[config.mk]
export PLATFORM = sky130hd
export DESIGN_NAME = fetch_unit_flat
export DESIGN_NICKNAME = d
export VERILOG_FILES = /design/src/rtl/riscv_pkg.sv /design/src/rtl/fetch_unit_if.sv /design/src/rtl/fetch_fifo.sv /design/src/rtl/fetch_unit.sv /design/src/flat_wrapper.sv
export SDC_FILE = /design/constraint.sdc
export NUM_CORES = 1
export LEC_CHECK = 0
export CORE_ASPECT_RATIO = 2
export CORE_MARGIN = 1.5
export CORE_UTILIZATION = 39
export CTS_BUF_LIST = sky130_fd_sc_hd__clkbuf_2 sky130_fd_sc_hd__clkbuf_4 sky130_fd_sc_hd__clkbuf_8
export CTS_CLUSTER_DIAMETER = 60
export DETAILED_ROUTE_END_ITERATION = 12
export GPL_TIMING_DRIVEN = 0
export HOLD_SLACK_MARGIN = 0.1
export PLACE_DENSITY_LB_ADDON = 0.2
export SYNTH_ARGS = -nofsm -noshare
export SYNTH_HDL_FRONTEND = slang
export SYNTH_SLANG_ARGS = --single-unit
[constraint.sdc]
create_clock -name clk -period 5.42 [get_ports clk]
set_clock_uncertainty 0.15 [all_clocks]
set_input_delay 0.813 -clock clk [delete_from_list [all_inputs] [get_ports clk]]
set_output_delay 0.813 -clock clk [all_outputs]
set_load 0.02 [all_outputs]
[src/rtl/riscv_pkg.sv]
// Shared front-end definitions: data widths, redirect-source encoding and
// the fetch-address alignment helper.
package riscv_pkg;

   localparam int XLEN = 32;
   localparam int ILEN = 32;

   typedef enum logic [1:0] {
      REDIR_NONE = 2'd0,
      REDIR_PRED = 2'd1,
      REDIR_EX   = 2'd2
   } redir_src_e;

   function automatic logic [XLEN-1:0] word_align(input logic [XLEN-1:0] addr);
      return addr & 32'hFFFF_FFFC;
   endfunction

endpackage

[src/rtl/fetch_unit_if.sv]
// Fetch-unit bus bundle: instruction-memory port, decode handoff and the
// predicted/execute redirect inputs. master = fetch side, slave = environment.
interface fetch_unit_if;
   import riscv_pkg::*;

   logic            imem_req;
   logic [XLEN-1:0] imem_addr;
   logic [ILEN-1:0] imem_rdata;
   logic [ILEN-1:0] o_instr;
   logic [XLEN-1:0] o_pc;
   logic            o_valid;
   logic            i_ready;
   logic            bc_taken;
   logic [XLEN-1:0] bc_pc;
   logic            ex_redirect;
   logic [XLEN-1:0] ex_target;

   modport master (
      output imem_req, imem_addr, o_instr, o_pc, o_valid,
      input  imem_rdata, i_ready, bc_taken, bc_pc, ex_redirect, ex_target
   );

   modport slave (
      input  imem_req, imem_addr, o_instr, o_pc, o_valid,
      output imem_rdata, i_ready, bc_taken, bc_pc, ex_redirect, ex_target
   );

endinterface

[src/rtl/fetch_fifo.sv]
// Fetch buffer: power-of-two circular FIFO with push, pop, flush and count.
// Flush drops every entry; a push is accepted at full occupancy only alongside a pop.
module fetch_fifo #(
   parameter int DEPTH = 2,
   parameter int WIDTH = 64
) (
   input  logic                       clk,
   input  logic                       reset,
   input  logic                       push,
   input  logic                       pop,
   input  logic                       flush,
   input  logic [WIDTH-1:0]           wdata,
   output logic [WIDTH-1:0]           rdata,
   output logic [$clog2(DEPTH+1)-1:0] count,
   output logic                       empty
);
   localparam int AW = $clog2(DEPTH);
   localparam int CW = $clog2(DEPTH + 1);

   logic [WIDTH-1:0] mem_r [DEPTH];
   logic [AW-1:0]    wr_ptr_r;
   logic [AW-1:0]    rd_ptr_r;
   logic [CW-1:0]    count_r;
   logic             do_push_s;
   logic             do_pop_s;

   // Qualify push/pop against current occupancy.
   always_comb begin
      do_pop_s  = pop && (count_r != '0);
      do_push_s = push && ((count_r != CW'(DEPTH)) || do_pop_s);
   end

   // Storage, wrapping pointers and occupancy counter.
   always_ff @(posedge clk) begin
      if (reset) begin
         wr_ptr_r <= '0;
         rd_ptr_r <= '0;
         count_r  <= '0;
         for (int i = 0; i < DEPTH; i++) begin
            mem_r[i] <= '0;
         end
      end else if (flush) begin
         wr_ptr_r <= '0;
         rd_ptr_r <= '0;
         count_r  <= '0;
      end else begin
         if (do_push_s) begin
            mem_r[wr_ptr_r] <= wdata;
            wr_ptr_r        <= wr_ptr_r + AW'(1);
         end
         if (do_pop_s) begin
            rd_ptr_r <= rd_ptr_r + AW'(1);
         end
         case ({do_push_s, do_pop_s})
            2'b10:   count_r <= count_r + CW'(1);
            2'b01:   count_r <= count_r - CW'(1);
            default: count_r <= count_r;
         endcase
      end
   end

   assign rdata = mem_r[rd_ptr_r];
   assign count = count_r;
   assign empty = (count_r == '0);

endmodule

[src/rtl/fetch_unit.sv]
// Two-stage instruction fetch (F1 request, F2 capture into fetch_fifo) with
// predicted and execute redirects. Define FETCH_PERF_EN for the perf counters.
module fetch_unit
   import riscv_pkg::*;
#(
   parameter logic [XLEN-1:0] RESET_PC   = 32'h0000_0000,
   parameter int              FBUF_DEPTH = 2
) (
   input  logic         clk,
   input  logic         reset,
   fetch_unit_if.master bus
`ifdef FETCH_PERF_EN
   ,
   output logic [31:0]  perf_fetch_cnt,
   output logic [31:0]  perf_redir_cnt
`endif
);
   localparam int CW = $clog2(FBUF_DEPTH + 1);
   localparam int PW = CW + 1;

   logic [XLEN-1:0]      pc_r;
   logic [XLEN-1:0]      pc_next_s;
   logic                 inflight_r;
   logic [XLEN-1:0]      inflight_pc_r;
   logic                 pop_s;
   logic                 req_s;
   logic                 flush_s;
   logic [PW-1:0]        pending_s;
   redir_src_e           redir_s;
   logic [CW-1:0]        count_s;
   logic                 empty_s;
   logic [XLEN+ILEN-1:0] head_s;

   // Redirect arbitration, request throttle and next-PC selection.
   always_comb begin
      pop_s   = !empty_s && bus.i_ready;
      redir_s = REDIR_NONE;
      if (bus.ex_redirect) begin
         redir_s = REDIR_EX;
      end else if (pop_s && bus.bc_taken) begin
         redir_s = REDIR_PRED;
      end else begin
         redir_s = REDIR_NONE;
      end
      flush_s = (redir_s != REDIR_NONE);
      // A slot freed by this cycle's pop may be refilled by this cycle's request.
      pending_s = PW'(count_s) + PW'(inflight_r) - PW'(pop_s);
      req_s     = !reset && (pending_s < PW'(FBUF_DEPTH));
      case (redir_s)
         REDIR_EX:   pc_next_s = word_align(bus.ex_target);
         REDIR_PRED: pc_next_s = word_align(bus.bc_pc);
         REDIR_NONE: pc_next_s = req_s ? (pc_r + 32'd4) : pc_r;
         default:    pc_next_s = pc_r;
      endcase
   end

   // PC and in-flight tracking; a request issued during a redirect is killed.
   always_ff @(posedge clk) begin
      if (reset) begin
         pc_r          <= RESET_PC;
         inflight_r    <= 1'b0;
         inflight_pc_r <= 32'h0000_0000;
      end else begin
         pc_r          <= pc_next_s;
         inflight_r    <= req_s && !flush_s;
         inflight_pc_r <= word_align(pc_r);
      end
   end

   fetch_fifo #(
      .DEPTH (FBUF_DEPTH),
      .WIDTH (XLEN + ILEN)
   ) u_fifo (
      .clk   (clk),
      .reset (reset),
      .push  (inflight_r),
      .pop   (pop_s),
      .flush (flush_s),
      .wdata ({inflight_pc_r, bus.imem_rdata}),
      .rdata (head_s),
      .count (count_s),
      .empty (empty_s)
   );

   assign bus.imem_req  = req_s;
   assign bus.imem_addr = word_align(pc_r);
   assign bus.o_valid   = !empty_s;
   assign bus.o_instr   = head_s[ILEN-1:0];
   assign bus.o_pc      = head_s[XLEN+ILEN-1:ILEN];

`ifdef FETCH_PERF_EN
   // Pop and accepted-redirect counters; coinciding redirects count once.
   always_ff @(posedge clk) begin
      if (reset) begin
         perf_fetch_cnt <= 32'd0;
         perf_redir_cnt <= 32'd0;
      end else begin
         perf_fetch_cnt <= perf_fetch_cnt + (pop_s ? 32'd1 : 32'd0);
         perf_redir_cnt <= perf_redir_cnt + (flush_s ? 32'd1 : 32'd0);
      end
   end
`endif

endmodule
[src/flat_wrapper.sv]
// flat-port wrapper written by rule: the top's interface ports become plain ports
module fetch_unit_flat import riscv_pkg::*;
#(
   parameter logic [XLEN-1:0] RESET_PC   = 32'h0000_0000,
   parameter int              FBUF_DEPTH = 2
)
  (clk, reset, bus_imem_req, bus_imem_addr, bus_o_instr, bus_o_pc, bus_o_valid, bus_imem_rdata, bus_i_ready, bus_bc_taken, bus_bc_pc, bus_ex_redirect, bus_ex_target);
  fetch_unit_if bus_i ();
  input  logic clk;
  input  logic reset;
  output wire logic [$bits(bus_i.imem_req)-1:0] bus_imem_req;
  output wire logic [$bits(bus_i.imem_addr)-1:0] bus_imem_addr;
  output wire logic [$bits(bus_i.o_instr)-1:0] bus_o_instr;
  output wire logic [$bits(bus_i.o_pc)-1:0] bus_o_pc;
  output wire logic [$bits(bus_i.o_valid)-1:0] bus_o_valid;
  input wire logic [$bits(bus_i.imem_rdata)-1:0] bus_imem_rdata;
  input wire logic [$bits(bus_i.i_ready)-1:0] bus_i_ready;
  input wire logic [$bits(bus_i.bc_taken)-1:0] bus_bc_taken;
  input wire logic [$bits(bus_i.bc_pc)-1:0] bus_bc_pc;
  input wire logic [$bits(bus_i.ex_redirect)-1:0] bus_ex_redirect;
  input wire logic [$bits(bus_i.ex_target)-1:0] bus_ex_target;
  assign bus_imem_req = bus_i.imem_req;
  assign bus_imem_addr = bus_i.imem_addr;
  assign bus_o_instr = bus_i.o_instr;
  assign bus_o_pc = bus_i.o_pc;
  assign bus_o_valid = bus_i.o_valid;
  assign bus_i.imem_rdata = bus_imem_rdata;
  assign bus_i.i_ready = bus_i_ready;
  assign bus_i.bc_taken = bus_bc_taken;
  assign bus_i.bc_pc = bus_bc_pc;
  assign bus_i.ex_redirect = bus_ex_redirect;
  assign bus_i.ex_target = bus_ex_target;
  fetch_unit #(.RESET_PC(RESET_PC), .FBUF_DEPTH(FBUF_DEPTH)) u_core (.clk(clk), .reset(reset), .bus(bus_i));
endmodule
; ---- Word-level counts from Yosys, hierarchy flattened
; Memory sizes are Yosys's and may differ from the RTL's. A register that Yosys moved wholly into a read port is not among the register bits.
; Index checks and enable logic that the tools add are counted.
; Widths: inputs -> output; s select.
[totals]
register_bits = 69
mem_bits_rw = 128
output_inout_bits = 98
elab_cells = 57
n_memories = 1
[mem_list]
columns = name, words, word_bits, rd, rd_clocked_by_memory_dff, wr, line
row1 = u_core.u_fifo.mem_r, 2, 64, 1, 1, 2, fetch_fifo.sv:20  ; logic [WIDTH-1:0] mem_r [DEPTH];
[op_classes]
add_sub_neg = 7
magnitude_cmp = 1
eq_ne = 6
muxes = 16
reduce_logical = 19
[op_table]
columns = op, n
row1 = $pmux 32 s3, 1
row2 = $mux 64, 1
row3 = $reduce_or 64->1, 1
row4 = $add 32x3->32 const B, 1
row5 = $mux 32, 1
row6 = $mux 1, 11
row7 = $logic_and 1x1->1, 6
row8 = $reduce_bool 2->1, 3
row9 = $eq 2x1->1 const B, 2
row10 = $eq 2x2->1 const B, 2
row11 = $logic_not 2->1, 2
row12 = $pmux 2 s2, 1
row13 = $add 2x1->3, 1
row14 = $logic_not 1->1, 3
row15 = $lt 3x2->1 const B, 1
row16 = $reduce_bool 3->1, 1
row17 = $sub 3x1->3, 1
row18 = $add 1x1->1 const B, 2
row19 = $add 2x1->2 const B, 1
row20 = $mux 2, 1
row21 = $ne 2x1->1 const B, 1
row22 = $ne 2x2->1 const B, 1
row23 = $reduce_and 2->1, 1
row24 = $reduce_or 2->1, 1
row25 = 2 further kinds, 2

; ---- Logic depth before layout (Yosys ltp)
; Gate-level depths: netlist of the first run.
[logic_depth]
depth_word = 12
mapped_depth = 13
ltp_nobuf = 11

; ---- By module
; A second synthesis of the first run with hierarchy kept.
[unflattened]
hier_cells = 727
area_unflattened_um2 = 8917.3
[by_module_without_submodules]
columns = module, n_inst, cells_per_inst, area_each_um2, seq_area_each_um2
row1 = fetch_fifo, 1, 371, 5896.9, 3943.8
row2 = fetch_unit, 1, 356, 3020.4, 1221.2

; ---- Worst setup path before layout of the first run
; Ideal clock, no wire load.
[synth_path]
path_type = flip-flop to output port
from = register u_core.u_fifo.count_r[0], in the netlist u_core.u_fifo.count[0]
to = output port bus_imem_req
arrival_time_ns = 2.479
required_time_ns = 4.457
setup_slack_ns = 1.978
path_stages_with_launch = 11
cell_sequence = dfxtp_1 buf_2 or2_2 and2_1 ha_1 nand2b_1 fa_1 nor2b_1 nand2_2 inv_2 buf_2
[synth_between]
elab_chain_cells = 6
word_cells_on_any_way = 7
classes_between = 2 x add/sub / 1 x order compare / 4 x reduce/logical
[synth_lines]
columns = item, line
row1 = from (decl), fetch_fifo.sv:23  ; logic [CW-1:0] count_r;
row2 = from (signal assigned), fetch_fifo.sv:55  ; 2'b10: count_r <= count_r + CW'(1);
row3 = from (signal assigned), fetch_fifo.sv:56  ; 2'b01: count_r <= count_r - CW'(1);
row4 = from (signal assigned), fetch_fifo.sv:57  ; default: count_r <= count_r;
row5 = $logic_not 2->1, fetch_fifo.sv:64  ; assign empty = (count_r == '0);
row6 = $logic_not 1->1, -
row7 = named net bus_o_valid, flat_wrapper.sv:15  ; output wire logic [$bits(bus_i.o_valid)-1:0] bus_o_valid;
row8 = $logic_and 1x1->1, fetch_unit.sv:36  ; pop_s = !empty_s && bus.i_ready;
row9 = $sub 3x1->3, fetch_unit.sv:47  ; pending_s = PW'(count_s) + PW'(inflight_r) - PW'(pop_s);
row10 = $lt 3x2->1, fetch_unit.sv:48  ; req_s = !reset && (pending_s < PW'(FBUF_DEPTH));
row11 = $logic_and 1x1->1, fetch_unit.sv:48
row12 = to (decl), flat_wrapper.sv:11  ; output wire logic [$bits(bus_i.imem_req)-1:0] bus_imem_req;
; The timed path passes the listed nets, and every way through them passes these cells.

; ---- Worst setup path after layout of the first run
[layout_path]
from = input port bus_i_ready
to = output port bus_imem_req
[layout_between]
elab_chain_cells = 4
[layout_lines]
columns = item, line
row1 = from (decl), flat_wrapper.sv:17  ; input wire logic [$bits(bus_i.i_ready)-1:0] bus_i_ready;
row2 = $logic_and 1x1->1, fetch_unit.sv:36
row3 = $sub 3x1->3, fetch_unit.sv:47
row4 = $lt 3x2->1, fetch_unit.sv:48
row5 = $logic_and 1x1->1, fetch_unit.sv:48
; Every way passes these cells.

==> out/qor.yml, run 1 <==
cells_and_area:
  layout_common_cells: "190 x clkdlybuf4s50_1, 130 x and2_1, 124 x edfxtp_1, 66 x dfxtp_1, 62 x mux2_2"
  fill_cells: 2024
  layout.nets: 1057
  layout_commonest_cell: "clkdlybuf4s50_1"
  n_antenna_cell: 0
  area_growth_syn_to_layout_pct: 31.67
  layout-drive-gt1-share_pct: 14.51
  finalNonFillerCells: 1241
  postLayoutCoreUtil_pct: 52.36
placed_design:
  dp.final_hpwl_um: 17660
  place_inst: 1209
  gp_congestion: 0.9489
  io_buffers: 190
routing:
  drtIter0Drc: 364
  dr.pass1.iters: 5
  via_per_inst: 5.214
  antenna_left: 0
  wirelength_um: 23480
  drc: 0
  routedWlPerCell_um: 18.92
  vias: 6470
clocking:
  clock-sinks: 190
  cts_setup_buffers: 0
  clk_latency_ns: 0.48
  hold_buffers: 0
  htreeDepth: 4
  cts_resized: 0
  cts_tree: "yes"
  clock_path_buffers: 2
  cts-root-buf: "clkbuf_8"
  cts.clk_slew.worst_paths_ns: 0.09
  cts_inserted_buffers: 17
floorplanning:
  die_area_mm2: 0.02346
  die_x_um: 109.1
  fp.dieH_um: 215.1
  num_rows: 77
  io_pins: 199
  initial_utilization_pct: 39.77
  fp.coreArea_mm2: 0.02206
setup_path:
  crit_path_end_kind: "output port"
  cp.arrival_ns: 4.15
  max_stage_delay_ns: 0.68
  r2r-start: "u_core.u_fifo.count[0]"
  start_kind: "primary input"
  crit_top_cell: "clkdlybuf4s50_1"
  cp_max_fo: 10
  cp.required_ns: 4.46
  regToRegEndpoint: "u_core.pc_r[28]"
  rr_worst_depth: 11
  regToRegSetupSlack_ns: 1.56
  crit_path_top_delay_cell: "clkdlybuf4s50_1"
  crit_chain: "clkdlybuf4s50_1 -> and2_1 -> ha_1 -> nand2b_1 -> fa_1 -> nor2b_1 -> nand2_2 -> inv_2 -> buf_2 -> clkdlybuf4s50_1"
  timing_worst_setup_path_type: "primary input to output port"
logic_synthesis:
  synth_xor_area_share_pct: 1.184
  syn_area_mm2: 0.008773
  synthAdderAreaFrac_pct: 0.6560
  ys.flop_type: "edfxtp_1"
  synth_top_family_by_area: "simple AND/OR/NAND/NOR gates"
  yosys.area_share.simple_pct: 19.55
  yosysWarnings: 0
  synth_cell_type_count: 69
  synth-edff-count: 124
  muxShareOfSynthArea_pct: 8.186
  ys_ff_latch: 190
  syn_inst: 738
  seq_area_frac_synth_pct: 57.50
  avgSynthCellArea_um2: 11.89
  synth_compound_area_share_pct: 9.384
  async_flop_share_pct: 0
timing:
  setup_violations: 0
  hold_viol: 0
  max_freq_ghz: 0.1957
  min_period_over_period_pct: 94.29
  period_minus_slack_ns: 5.110
  timing.hold.ws_ns: 0.3573
  rsz0062_at_grt: "false"
  setup_tns_ns: 0
  relSlewSlack_pct: 46.11
  final_max_slew_viol_count: 0
  tightest_slew_ns: 0.8009
grt:
  antenna_found_initial: 0
  grt_usage_pct: 20.78
  grt_pass1_wl_um: 36120
  grt_max_degree: 53
  grt_pass1_vias: 6725
  overflow: 0
outcome:
  status: "finished, final reports clean"
power_and_ir_drop:
  power.total_mw: 3.136
  p_leak_nw: 4.195
  power_density_mw_per_mm2: 271.5
  peakVddDrop_mv: 0.1944
flow_run:
  drv_cap: 0
hold_path:
  hold_start: "u_core.pc_r[16]"
  hold_end: "u_core.inflight_pc_r[16]"
  hold_class: "register to register"
  whs_path_depth: 2
[synthesized netlist by cell type, types with 4 or more instances]
| cell type | n | area share (%) |
|---|---|---|
| a2111oi_2 | 5 | 0.86 |
| a211oi_1 | 10 | 0.86 |
| a21o_1 | 5 | 0.43 |
| a21oi_1 | 19 | 1.1 |
| a221oi_1 | 7 | 0.70 |
| a22oi_1 | 5 | 0.43 |
| a31oi_1 | 6 | 0.43 |
| and2_1 | 130 | 9.3 |
| and3_1 | 5 | 0.36 |
| and4_1 | 6 | 0.60 |
| buf_2 | 11 | 0.63 |
| buf_4 | 6 | 0.51 |
| clkbuf_1 | 31 | 1.3 |
| dfxtp_1 | 66 | 15 |
| edfxtp_1 | 124 | 42 |
| inv_1 | 17 | 0.73 |
| mux2_2 | 62 | 8.0 |
| nand2_1 | 27 | 1.2 |
| nand2b_1 | 4 | 0.29 |
| nand3_1 | 15 | 0.86 |
| nand4_1 | 9 | 0.64 |
| nor2_1 | 37 | 1.6 |
| nor2b_1 | 23 | 1.6 |
| nor3_1 | 6 | 0.34 |
| nor4_1 | 8 | 0.57 |
| nor4_2 | 4 | 0.57 |
| o21ai_0 | 14 | 0.80 |
| o22ai_1 | 4 | 0.29 |
| o31ai_1 | 5 | 0.43 |
| xnor2_1 | 8 | 0.80 |
[critical path: cells and delay by family]
family,cells,cell delay [ns]
fa+ha+maj,2,0.70
buf+inv,4,1.70
simple gates,4,0.93
[final cells by class]
type | instances | area (µm²) | share of cell area (%)
Clock buffer | 19 | 249.0 | 2.155
Buffer | 52 | 239.0 | 2.069
Inverter | 18 | 67.56 | 0.5849
Multi-Input combinational cell | 481 | 3438 | 29.76
Clock inverter | 13 | 211.5 | 1.830
Tap cell | 276 | 345.3 | 2.989
Timing Repair Buffer | 192 | 1957 | 16.94
Sequential cell | 190 | 5045 | 43.67
[stage by stage]
stage	worst slack, ns	area [µm²]
floorplan	1.978	8785
global placement	0.3798	11030
detailed placement	0.3788	11090
CTS	0.3448	11550
global route	0.2125	11550
finish	0.3097	11550
[worst max path at each step]
stage | start | end | slack [ns] | cells after the start
after floorplan | u_core.u_fifo.count[0] | bus_imem_req | 1.98 | 10
after global placement | bus_i_ready | bus_imem_req | 0.38 | 10
after detailed placement | bus_i_ready | bus_imem_req | 0.38 | 10
after CTS | bus_i_ready | bus_imem_req | 0.34 | 10
after global routing | bus_i_ready | bus_imem_req | 0.21 | 10
final | bus_i_ready | bus_imem_req | 0.31 | 10
[cell families (layout without fill, tap and decap cells)]
| family | Yosys count | in the layout |
|---|---|---|
| AO/OA/AOI/OAI | 109 | 109 |
| XOR/XNOR | 11 | 11 |
| adder cells (fa/ha/maj) | 4 | 4 |
| buffers and inverters | 70 | 294 |
| flip-flops | 190 | 190 |
| multiplexers | 64 | 64 |
| other | 1 | 4 |
| AND/OR/NAND/NOR | 289 | 289 |
[registers in the layout (all words and copies together) (netlist names), named ones only]
signal and count:
u_core.u_fifo.count 2, u_core.u_fifo.wr_ptr_r 1, u_core.inflight_pc_r 30, u_core.u_fifo.mem_r 124, u_core.u_fifo.rd_ptr_r 1, u_core.pc_r 30, u_core.inflight_r 1
[per-layer routing]
metal	share of wire, %	vias to the layer above	track usage, %
li1	-	3089	-
met1	33	3042	19.48
met2	55	262	38.46
met3	5.6	77	4.641
met4	6.7	0	13.86
met5	0	-	0
[power breakdown]
part           internal (mW)  switching, mW
sequential              1.60         0.0400
combinational          0.210          0.215
clock                  0.562          0.507
Power figures use the tool's default switching activity.
==> run 2: changes to the inputs <==
--- a/config.mk
+++ b/config.mk
@@ -16,4 +16,5 @@
 export PLACE_DENSITY_LB_ADDON = 0.2
 export SYNTH_ARGS = -nofsm -noshare
 export SYNTH_HDL_FRONTEND = slang
+export SYNTH_HIERARCHICAL = 1
 export SYNTH_SLANG_ARGS = --single-unit
==> constraint.sdc (replaced) <==
create_clock -name clk -period 4.95 [get_ports clk]
set_clock_uncertainty 0.15 [all_clocks]
set_input_delay 0.7425 -clock clk [delete_from_list [all_inputs] [get_ports clk]]
set_output_delay 0.7425 -clock clk [all_outputs]
set_load 0.02 [all_outputs]
==> run 2 against run 1 <==
Die area is 1.6% higher. Worst hold slack better by 0.018 ns. Sequential share of layout area is 0.62 points higher. Wire length is 2.5% lower. Critical path depth is 1 higher. Register-to-register slack worse by 0.69 ns. Non-clock buffer count is 3 lower. Core utilization is 0.62 points lower. Critical path type unchanged. Highest routed layer unchanged.
==> out/qor.yml, run 2 <==
outcome:
  status: "finished, final reports clean"
hold_path:
  hold_class: "register to register"
  whs_path_depth: 1
cells_and_area:
  layout_common_cells: "191 x clkdlybuf4s50_1, 128 x edfxtp_1, 92 x and2_1, 65 x dfxtp_1, 64 x mux2_2"
  layout.nets: 1048
  reg_top3: "u_core/u_fifo/mem_r (128), u_core/inflight_pc_r (30), u_core/pc_r (30)"
  multi_input_area_mm2: 0.003488
  n_antenna_cell: 0
  register_area_mm2: 0.005166
  area_growth_syn_to_layout_pct: 30.81
  layout-drive-gt1-share_pct: 18.37
  finalNonFillerCells: 1238
  largest_reg_flops: 128
  layout_commonest_cell: "clkdlybuf4s50_1"
  largest-register: "u_core/u_fifo/mem_r"
  fill_cells: 2078
timing:
  setup_violations: 0
  tightest_slew_ns: 1.015
  hold_viol: 0
  relSlewSlack_pct: 31.78
  timing.hold.ws_ns: 0.3754
  period_minus_slack_ns: 4.630
  rsz0062_at_grt: "false"
  min_period_over_period_pct: 93.53
  final_max_slew_viol_count: 0
  setup_slack_ns: 0.3200
  max_freq_ghz: 0.2160
  setup_tns_ns: 0
placed_design:
  io_buffers: 192
  dp_slack_ns: -0.3533
  dp.final_hpwl_um: 17120
  gp_congestion: 0.9209
  place_inst: 1206
logic_synthesis:
  seq_area_frac_synth_pct: 57.92
  synth_most_common_cell: "edfxtp_1"
  synth.largest_area_cell: "edfxtp_1"
  ys.flop_type: "edfxtp_1"
  yosysWarnings: 6
  ys_ff_latch: 194
  synthTopCellsByArea: "edfxtp_1 43%, dfxtp_1 15%, mux2_2 8.1%"
  synth-edff-count: 128
  async_flop_share_pct: 0
  avgSynthCellArea_um2: 12.27
  synth_top_area_share_pct: 43.10
  syn_area_mm2: 0.008917
  synthTopCellsByCount: "128 x edfxtp_1, 92 x and2_1, 66 x dfxtp_1"
  syn_inst: 727
  synth_cell_type_count: 63
floorplanning:
  fp.dieH_um: 216.8
  num_rows: 78
  fp.coreArea_mm2: 0.02254
  die_x_um: 109.9
  io_pins: 199
  die_area_mm2: 0.02384
  initial_utilization_pct: 39.55
flow_run:
  drv_cap: 0
setup_path:
  start_kind: "primary input"
  cp_max_fo: 10
  crit_path_end_kind: "output port"
  cp.arrival_ns: 3.74
  cp.required_ns: 4.06
  crit_chain: "clkdlybuf4s50_1 -> nor2b_4 -> nor2b_2 -> o21ai_0 -> fa_1 -> nand2b_1 -> or2_2 -> clkbuf_1 -> inv_1 -> buf_2 -> clkbuf_2"
  rr_worst_depth: 10
  crit_path_top_delay_cell: "clkdlybuf4s50_1"
  max_stage_delay_ns: 0.54
  cpLargestDelayFamily: "buffers and inverters"
  cp.depth: 11
  timing_worst_setup_path_type: "primary input to output port"
  cp.buffers_inverters: 5
grt:
  overflow: 0
  grt_pass1_wl_um: 35050
  grt_usage_pct: 19.99
  grt_pass1_vias: 6478
  antenna_found_initial: 0
  grt_max_degree: 45
clocking:
  clock-sinks: 194
  htreeDepth: 4
  cts_inserted_buffers: 17
  clock_path_buffers: 2
  cts_tree: "yes"
  cts-root-buf: "clkbuf_8"
  clk_latency_ns: 0.47
  cts.clk_slew.worst_paths_ns: 0.09
  hold_buffers: 0
power_and_ir_drop:
  p_leak_nw: 4.313
  peakVddDrop_mv: 0.1615
  power_density_mw_per_mm2: 276.4
routing:
  drtIter0Drc: 266
  wirelength_um: 22900
  dr.pass1.iters: 5
  routedWlPerCell_um: 18.50
  antenna_left: 0
  vias: 6386
  drc: 0
  via_per_inst: 5.158
[run 2: layer usage]
metal	part of all wire [%]	global-route usage [%]	up-vias
met5	0	0	-
met4	4.5	10.69	0
met3	4.5	3.863	51
met2	57	37.95	234
met1	34	19.51	3019
li1	-	-	3082
[run 2: final cells by class]
type                       instances  area share (%)
inverter                           9          0.2896
clock buffer                      19           2.135
sequential                       194           44.29
multi-input combinational        482           29.90
clock inverter                    13           1.094
tap                              280           3.003
buffer                            47           2.381
timing repair buffer             194           16.90
[run 2: path summary, 6_finish.rpt]
path,startpoint,end,slack [ns]
max reg2reg,u_core/u_fifo/count[0],u_core/u_fifo/mem_r[0][34],0.87
max,bus_i_ready,bus_imem_req,0.32
min,u_core/pc_r[26],u_core/inflight_pc_r[26],0.38
min reg2reg,u_core/pc_r[26],u_core/inflight_pc_r[26],0.38
[run 2: logic make-up after synthesis]
group	after synthesis	share of synthesized area (%)
buffers and inverters	56	3.494
XOR/XNOR	3	0.2947
AO/OA/AOI/OAI	108	8.713
adder cells (fa/ha/maj)	2	0.3648
multiplexers	65	8.194
flip-flops	194	57.92
other	1	0.04205
AND/OR/NAND/NOR	298	20.98
[run 2: repair_timing]
item                                    in CTS  in global routing
endpoints found under the hold margin        0                  0
endpoints found under the setup margin       1                  1
setup buffers                                0                  0
gates cloned                                 0                  0
resized for setup                            3                  5
[run 2: metrics by stage]
step | total power [mW] | area, µm² | util, %
after global routing | 3.355 | 11660 | 51.74
after floorplan | 2.047 | 8936 | -
after CTS | 3.268 | 11660 | 51.72
after global placement | 2.268 | 11210 | 49.72
after detailed placement | 2.274 | 11270 | 50.01
final | 3.224 | 11660 | 51.74
[run 2: power breakdown]
group | leakage [nW] | internal, mW | total [mW] | switching, mW
combinational | 2.26 | 0.208 | 0.410 | 0.202
sequential | 1.86 | 1.79 | 1.82 | 0.0373
clock | 0.194 | 0.420 | 0.990 | 0.570
total | 4.31 | 2.42 | 3.22 | 0.809
==> run 3: changes to the inputs <==
--- a/config.mk
+++ b/config.mk
@@ -11,6 +11,7 @@
 export CTS_BUF_LIST = sky130_fd_sc_hd__clkbuf_2 sky130_fd_sc_hd__clkbuf_4 sky130_fd_sc_hd__clkbuf_8
 export CTS_CLUSTER_DIAMETER = 60
 export DETAILED_ROUTE_END_ITERATION = 12
+export GPL_ROUTABILITY_DRIVEN = 1
 export GPL_TIMING_DRIVEN = 0
 export HOLD_SLACK_MARGIN = 0.1
 export PLACE_DENSITY_LB_ADDON = 0.2
==> results of run 3 <==
No change in the layout: final DEF, timing and power equal those of run 2.
